==> config.mk <==
export PLATFORM = sky130hd
export DESIGN_NAME = vend_ctrl
export DESIGN_NICKNAME = d
export VERILOG_FILES = /design/src/rtl/vend_ctrl.sv
export SDC_FILE = /design/constraint.sdc
export NUM_CORES = 1
export LEC_CHECK = 0
export ABC_CLOCK_PERIOD_IN_PS = 2600
export BUFFER_PORTS_ARGS = -buffer_cell sky130_fd_sc_hd__buf_2
export CAP_MARGIN = 25
export CELL_PAD_IN_SITES_DETAIL_PLACEMENT = 1
export CELL_PAD_IN_SITES_GLOBAL_PLACEMENT = 1
export CORE_ASPECT_RATIO = 0.5
export CORE_UTILIZATION = 39
export CTS_CLUSTER_DIAMETER = 100
export DETAILED_ROUTE_END_ITERATION = 16
export PLACE_DENSITY = 0.85
export SETUP_SLACK_MARGIN = 0.05
export SLEW_MARGIN = 20
export SYNTH_ARGS = -nofsm -noshare
export SYNTH_HDL_FRONTEND = slang
export SYNTH_SLANG_ARGS = --single-unit
export TNS_END_PERCENT = 10
==> constraint.sdc <==
create_clock -name clk_i -period 2.6 [get_ports clk_i]
set_clock_uncertainty 0.2 [all_clocks]
set_input_delay 0.39 -clock clk_i [delete_from_list [all_inputs] [get_ports clk_i]]
set_output_delay 0.39 -clock clk_i [all_outputs]
set_load 0.02 [all_outputs]
==> src/rtl/vend_ctrl.sv <==
// vend_ctrl: coin-credit soda vending controller.
// Credits coins to a cap, vends at price, pays change/refunds greedily.
module vend_ctrl #(
  parameter int PRICE_U      = 4,
  parameter int MAX_CREDIT_U = 9,
  parameter int CREDIT_W     = 4,
  parameter int AUTO_VEND    = 1
) (
  input  logic                clk_i,
  input  logic                rst_ni,
  input  logic                nickle_i,
  input  logic                dime_i,
  input  logic                quarter_i,
  input  logic                buy_i,
  input  logic                cancel_i,
  output logic                soda_o,
  output logic [CREDIT_W-1:0] change_o,
  output logic                ret_nickle_o,
  output logic                ret_dime_o,
  output logic                ret_quarter_o,
  output logic                coin_rej_o,
  output logic                busy_o,
  output logic [CREDIT_W-1:0] credit_o
);

  typedef enum logic [1:0] {
    COLLECT,
    VEND,
    CHANGE,
    REFUND
  } state_t;

  localparam logic [CREDIT_W-1:0] PRICE = CREDIT_W'(PRICE_U);
  localparam logic [CREDIT_W:0]   MAXC  = (CREDIT_W+1)'(MAX_CREDIT_U);
  localparam logic [CREDIT_W-1:0] U1    = CREDIT_W'(1);
  localparam logic [CREDIT_W-1:0] U2    = CREDIT_W'(2);
  localparam logic [CREDIT_W-1:0] U5    = CREDIT_W'(5);

  state_t              state_q, state_d;
  logic [CREDIT_W-1:0] credit_q, credit_d;
  logic [CREDIT_W-1:0] pend_q, pend_d;
  logic [CREDIT_W-1:0] change_q, change_d;
  logic                soda_q, soda_d;
  logic                rn_q, rn_d;
  logic                rd_q, rd_d;
  logic                rq_q, rq_d;
  logic                rej_q, rej_d;
  logic                busy_q, busy_d;

  logic                coin_any;
  logic                coin_one;
  logic [CREDIT_W:0]   coin_v;
  logic [CREDIT_W:0]   sum;
  logic                vend_go;

  // Coin decode and capped credit sum, one bit wider so it never wraps
  always_comb begin
    coin_any = nickle_i | dime_i | quarter_i;
    coin_one = 1'b0;
    coin_v   = '0;
    unique case ({nickle_i, dime_i, quarter_i})
      3'b100: begin
        coin_one = 1'b1;
        coin_v   = (CREDIT_W+1)'(1);
      end
      3'b010: begin
        coin_one = 1'b1;
        coin_v   = (CREDIT_W+1)'(2);
      end
      3'b001: begin
        coin_one = 1'b1;
        coin_v   = (CREDIT_W+1)'(5);
      end
      default: ;
    endcase
    sum     = {1'b0, credit_q} + coin_v;
    vend_go = (credit_q >= PRICE) && ((AUTO_VEND != 0) || buy_i);
  end

  // Next-state and next-output logic
  always_comb begin
    state_d  = state_q;
    credit_d = credit_q;
    pend_d   = pend_q;
    change_d = '0;
    soda_d   = 1'b0;
    rn_d     = 1'b0;
    rd_d     = 1'b0;
    rq_d     = 1'b0;
    rej_d    = 1'b0;
    unique case (state_q)
      COLLECT: begin
        if (cancel_i) begin
          rej_d = coin_any;
          if (credit_q != '0) begin
            pend_d   = credit_q;
            credit_d = '0;
            state_d  = REFUND;
          end
        end else if (vend_go) begin
          rej_d    = coin_any;
          soda_d   = 1'b1;
          change_d = credit_q - PRICE;
          pend_d   = credit_q - PRICE;
          credit_d = '0;
          state_d  = VEND;
        end else if (coin_one && (sum <= MAXC)) begin
          credit_d = sum[CREDIT_W-1:0];
        end else begin
          rej_d = coin_any;
        end
      end
      VEND: begin
        rej_d   = coin_any;
        state_d = (pend_q != '0) ? CHANGE : COLLECT;
      end
      CHANGE, REFUND: begin
        rej_d = coin_any;
        if (pend_q >= U5) begin
          rq_d   = 1'b1;
          pend_d = pend_q - U5;
        end else if (pend_q >= U2) begin
          rd_d   = 1'b1;
          pend_d = pend_q - U2;
        end else if (pend_q != '0) begin
          rn_d   = 1'b1;
          pend_d = pend_q - U1;
        end
        if (pend_d == '0) state_d = COLLECT;
      end
      default: state_d = COLLECT;
    endcase
    busy_d = (state_d != COLLECT);
  end

  // State and registered outputs
  always_ff @(posedge clk_i or negedge rst_ni) begin
    if (!rst_ni) begin
      state_q  <= COLLECT;
      credit_q <= '0;
      pend_q   <= '0;
      change_q <= '0;
      soda_q   <= 1'b0;
      rn_q     <= 1'b0;
      rd_q     <= 1'b0;
      rq_q     <= 1'b0;
      rej_q    <= 1'b0;
      busy_q   <= 1'b0;
    end else begin
      state_q  <= state_d;
      credit_q <= credit_d;
      pend_q   <= pend_d;
      change_q <= change_d;
      soda_q   <= soda_d;
      rn_q     <= rn_d;
      rd_q     <= rd_d;
      rq_q     <= rq_d;
      rej_q    <= rej_d;
      busy_q   <= busy_d;
    end
  end

  assign soda_o        = soda_q;
  assign change_o      = change_q;
  assign ret_nickle_o  = rn_q;
  assign ret_dime_o    = rd_q;
  assign ret_quarter_o = rq_q;
  assign coin_rej_o    = rej_q;
  assign busy_o        = busy_q;
  assign credit_o      = credit_q;

endmodule

==> metrics.cfg, run 1 <==
[clock_tree]
cts_num_sinks=20
cts_made_buffers=3
clockBufferDepth=2
cts_tree=done
path_clk_slew_ns=0.07
insertion_delay_ns=0.25
cts_root_buf=clkbuf_8
h-tree-depth=1

[worst_setup_path]
startpoint_type=input pin
path_class=input pin to register
worstPathMaxFanout=3
cp-end-kind=register
crit_required_ns=2.54
crit_chain=buf_8, xnor2_2, nor2_1, ha_2, inv_2, fa_2, nor4bb_4, a311oi_2, nor3_2, a21oi_2, a2bb2o_1
cp_num_buf_inv=2
critPathSlowestCell=fa_2
arrival_ns=2.49
critical_path.top_delay_family=adder cells
slowest_delay_ns=0.55

[layout]
drive_gt1_share_pct=33.9
final_common_cell=dfrtp_1
antenna_cells=0
layout_common_cells=dfrtp_1, buf_2, ha_1
ff_latch_area_um2=500
final_nets=198
fillers=415
multi_input_area_um2=916
area_growth_pct=24.7
final_cell_count_no_fill=225

[floorplan]
die_area_um2=3900
core_area_um2=3450
die_x_um=87.3
fp-row-count=15
start_util_pct=41.1
die_h_um=44.7
ios=21

[grt]
grt_start_max_net_pins=21
antenna_found_initial=0
grt_pass1_wl_um=5880
grt_pass1_vias=1217
grt_usage_pct=20.2
grt_overflow=0

[placement]
place_inst=220
port_buffers=19
place_congestion=0.836
dp_hpwl_um=2860

[synthesis]
synth_top_cells_by_area=dfrtp_1, ha_1, a21oi_1, inv_1, o21ai_0
seq_area_frac_synth_pct=35.2
ys_types=52
ys.flop_type=dfrtp_1
synthCells=145
synth-edff-count=0
syn_nets=167
synth_top_area_share_pct=35.2
syn_area_um2=1420
async_flop_share_pct=100
ys_warn_count=0
synth_seq_cells=20
synth_largest_area_cell=dfrtp_1
synth_area_per_cell_um2=9.79

[flow_run]
cap_violations=0

[routing]
postRouteAntennaNets=0
viasPerCell=5.36
wl_per_cell_um=16.7
vias=1206
firstDrtPassIters=4
drc=0
drt_iter0_drc=43
wl_um=3750

[timing]
drv_slew=0
setup_violations=0
whs_ns=0.237
tightest_slew_ns=0.514
tns_ns=0
hold_viol_final=0
slew_headroom_pct=65.7
rsz0062_at_grt=yes
fmaxAchievable_ghz=0.392
min_period_ns=2.55
finalCritPeriodShare_pct=98.2

[pwr]
leakage_nw=0.828
vdd_drop_max_v=0.000336
power_density_nw_per_um2=1260

[status]
status=finished clean

[hold_path]
hold_path.class=input pin to register

==> cell usage after synthesis (all sizes together) (2+ instances only) <==
master,number
a211oi,2
inv,12
a2bb2o,2
o31ai,2
o21a,2
a21oi,10
and2,5
dfrtp,20
buf,3
nor2,8
nor2b,4
nor3,6
nand2,7
o21ai,10
mux2i,2
nand2b,4
and3,2
clkbuf,2
nor4,2
xor2,2
xnor2,2
ha,14
==> what timing repair did <==
action / CTS / global route
gates resized for setup: 3 / 17
setup endpoints to repair: 4 / 7
hold endpoints to repair: 20 / 0
pin swaps: 1 / 7
buffers inserted: 0 / 1
hold buffers: 1 / 0
==> per-stage QoR <==
step                      cell area, µm²  power [mW]  setup slack (ns)  utilization, %
after floorplan                     1420        1.49            0.0691               -
after global placement              1630        1.80            -0.173            47.1
after detailed placement            1630        1.91            -0.271            47.1
after CTS                           1700        2.15            0.0630            49.2
after global routing                1770        2.40           -0.0398            51.3
final                               1770        2.23            0.0478            51.3
==> where the power goes <==
group / total [mW] / internal (mW) / leakage (nW) / switching, mW
sequential: 0.574 / 0.418 / 0.253 / 0.156
clock: 0.200 / 0.103 / 0.0216 / 0.0968
combinational: 1.46 / 0.645 / 0.553 / 0.815
==> layer usage <==
layer | part of all wire [%] | vias up | GRT usage, %
li1 | - | 576 | -
met1 | 46 | 605 | 25.0
met2 | 50 | 19 | 37.3
met3 | 2.9 | 6 | 4.10
met4 | 1.0 | 0 | 3.61
met5 | 0 | - | 0
==> sequential cells by signal (all words and copies together) (netlist names) <==
| name | cells |
|---|---|
| change_o | 4 |
| soda_o | 1 |
| ret_dime_o | 1 |
| coin_rej_o | 1 |
| ret_quarter_o | 1 |
| credit_o | 4 |
| ret_nickle_o | 1 |
| busy_o | 1 |
| pend_q | 4 |
| state_q | 2 |
==> path summary, 6_finish.rpt <==
| path | end | cells past startpoint | slack, ns | from |
|---|---|---|---|---|
| max in group asynchronous | ret_dime_o | 2 | 1.45 | rst_ni |
| worst min register to register | ret_dime_o | 1 | 0.43 | state_q[1] |
| worst max register to register | credit_o[0] | 8 | 0.12 | credit_o[0] |
| worst min-delay path | soda_o | 2 | 0.24 | cancel_i |
| worst max-delay path | credit_o[0] | 11 | 0.05 | quarter_i |
| min in group asynchronous | pend_q[1] | 2 | 0.42 | rst_ni |
==> worst register-to-register path, stage by stage (launching register included) <==
cell,delay [ns]
dfrtp_1,0.39
ha_2,0.20
inv_2,0.06
fa_2,0.45
buf_4,0.17
nand2_1,0.07
or3b_4,0.39
nand4_1,0.14
a2bb2o_1,0.30
==> cell families after synthesis <==
kind of cell	share of synthesized area, %
AND/OR/NAND/NOR	20.6
flip-flops	35.2
buffers and inverters	5.02
multiplexers	1.41
XOR/XNOR	2.47
AO/OA/AOI/OAI	21.5
adder cells (fa/ha/maj)	13.7
==> area by class of cell <==
class | count | share of cell area, %
multi-input combinational | 108 | 51.7
tap | 51 | 3.60
clock buffer | 3 | 2.33
inverter | 12 | 2.54
timing repair buffer | 31 | 11.5
sequential | 20 | 28.3
Power figures use the tool's default switching activity.
==> inputs of run 2 (changes only) <==
ABC_CLOCK_PERIOD_IN_PS = 2300   (was 2600)
clock period = 2.3 ns   (was 2.6 ns; I/O delays follow)
==> metrics.cfg, run 2 (synthesis gave the netlist of run 1 again) <==
[status]
status=complete, but fails checks  ; was finished clean
violations=setup timing

[pwr]
pwr-share-clk_pct=10.0  ; was 8.9%
p_comb_share_pct=67.0  ; was 65.4%
switching_share_pct=47.1  ; was 47.8%
netSwitchingPower_mw=1.26  ; was 1.07 mW
p_int_mw=1.41  ; was 1.17 mW
vdd_drop_max_v=0.000364  ; was 0.000336 V
leakage_nw=0.873  ; was 0.828 nW
seqPwrFrac_pct=23.0  ; was 25.7%
power_density_nw_per_um2=1460  ; was 1260 nW/µm²

[routing]
drc=0  ; unchanged
viasPerCell=5.50  ; was 5.36
wl_per_cell_um=17.9  ; was 16.7 µm
firstDrtPassIters=4  ; unchanged
wl_um=4180  ; was 3750 µm
postRouteAntennaNets=0  ; unchanged
drt_iter0_drc=37  ; was 43
vias=1288  ; was 1206

[clock_tree]
cts_root_buf=clkbuf_8  ; unchanged
cts_made_buffers=3  ; unchanged
clockBufferDepth=2  ; unchanged
path_clk_slew_ns=0.07  ; about the same
cts_tree=done  ; unchanged
cts_num_sinks=20  ; unchanged
h-tree-depth=1  ; unchanged
insertion_delay_ns=0.26  ; was 0.25 ns

[floorplan]
die_h_um=44.7  ; unchanged
start_util_pct=41.1  ; unchanged
die_x_um=87.3  ; unchanged
fp-row-count=15  ; unchanged
core_area_um2=3450  ; unchanged
die_area_um2=3900  ; unchanged
ios=21  ; unchanged

[timing]
min_period_ns=2.55
whs_ns=0.207  ; was 0.237 ns
slew_headroom_pct=62.8  ; was 65.7%
rsz0062_at_grt=yes  ; unchanged
finalCritPeriodShare_pct=111
setup_violations=5  ; was 0
hold_viol_final=0  ; unchanged
setup_slack_ns=-0.245  ; was 0.0478 ns
drv_slew=0  ; unchanged
tightest_slew_ns=0.557  ; was 0.514 ns
fmaxAchievable_ghz=0.393

[worst_setup_path]
worstPathMaxFanout=3  ; unchanged
startpoint_type=input pin  ; unchanged
rr_startpoint=credit_o[0]  ; unchanged
crit_required_ns=2.24  ; was 2.54 ns
cp-end-kind=register  ; unchanged
rrSetupSlack_ns=-0.19  ; was 0.12 ns
rr_endpoint=credit_o[0]  ; unchanged
path_class=input pin to register  ; unchanged
ff2ff_path_depth=8  ; unchanged
arrival_ns=2.49  ; about the same

[hold_path]
hold_depth=2  ; unchanged
hp-start=cancel_i  ; unchanged
hold_path.class=input pin to register  ; unchanged
worstHoldEndpoint=soda_o  ; unchanged

[layout]
area_growth_pct=29.3  ; was 24.7%
antenna_cells=0  ; unchanged
final_nets=206  ; was 198
postLayoutCoreUtil_pct=53.2  ; was 51.3%
drive_gt1_share_pct=36.1  ; was 33.9%
layout_common_cells=dfrtp_1, buf_4, buf_2  ; was dfrtp_1, buf_2, ha_1

[flow_run]
cap_violations=0  ; unchanged

[grt]
grt_overflow=0  ; unchanged
grt_start_max_net_pins=21  ; unchanged
grt_usage_pct=21.9  ; was 20.2%
grt_pass1_wl_um=6380  ; was 5880 µm
grt_pass1_vias=1336  ; was 1217
antenna_found_initial=0  ; unchanged

[placement]
port_buffers=19  ; unchanged
dp_hpwl_um=2950  ; was 2860 µm
dp_slack_ns=-0.484  ; was -0.271 ns
place_congestion=0.848  ; was 0.836

## run 2: cell types whose count changed in the layout (fill, tap and decap cells not counted), sizes merged
cell	change
buf	+8
clkbuf	+1
## run 2: repair_timing
action	4_1_cts	5_1_grt
endpoints found under the setup margin	8	10
hold endpoints to repair	20	0
pin swaps	0	10
gates resized for setup	5	12
hold buffers	1	0
setup buffers	0	2
## run 2: through the flow
stage | instances | TNS (ns) | instance area [µm²] | power [mW]
after floorplan | 145 | -0.275 | 1420 | 1.68
after global placement | 227 | -1.68 | 1680 | 2.10
after detailed placement | 227 | -2.19 | 1680 | 2.21
after CTS | 232 | -0.601 | 1770 | 2.59
after global routing | 234 | -1.42 | 1840 | 2.84
final | 234 | -0.916 | 1840 | 2.67
## run 2: how the worst max path moves through the flow
| stage | start | to | slack [ns] | cells after the start |
|---|---|---|---|---|
| 6_report | quarter_i | credit_o[0] | -0.25 | 11 |
| 5_1_grt | quarter_i | credit_o[0] | -0.34 | 11 |
| 4_1_cts | quarter_i | credit_o[2] | -0.16 | 11 |
| 3_5_place_dp | quarter_i | credit_o[2] | -0.48 | 11 |
| 3_3_place_gp | nickle_i | credit_o[0] | -0.40 | 11 |
| 2_1_floorplan | nickle_i | credit_o[0] | -0.14 | 10 |
## run 2: area by class of cell
cell class / instances / area [µm²]
clock buffers: 4 / 55.1
inverters: 12 / 45.0
flip-flops and latches: 20 / 502
well taps: 51 / 63.8
fillers: 414 / 1620
multi-input cells: 108 / 910
repair buffers: 39 / 260
## run 2: worst max-delay path: stages
cell and delay, ns:
buf_6 0.10, xnor2_2 0.12, nor2_1 0.13, ha_2 0.21
inv_2 0.05, fa_2 0.38, xor2_1 0.19, nand2_1 0.11
or3b_1 0.39, nand4_1 0.17, a2bb2o_1 0.31
## run 2: power groups by stage
| stage | clock network [mW] | registers, mW | logic, mW |
|---|---|---|---|
| CTS | 0.273 | 0.609 | 1.70 |
| floorplan | 0 | 0.664 | 1.02 |
| global route | 0.284 | 0.629 | 1.93 |
| global placement | 0 | 0.596 | 1.50 |
| finish | 0.267 | 0.614 | 1.79 |
| detailed placement | 0 | 0.609 | 1.60 |
## run 2: layer usage
layer / vias up / part of all wire (%) / global-route usage, %
li1: 591 / - / -
met1: 648 / 41 / 24.9
met3: 10 / 3.8 / 3.92
met5: - / 0 / 0
met4: 0 / 1.7 / 5.57
met2: 39 / 53 / 43.4
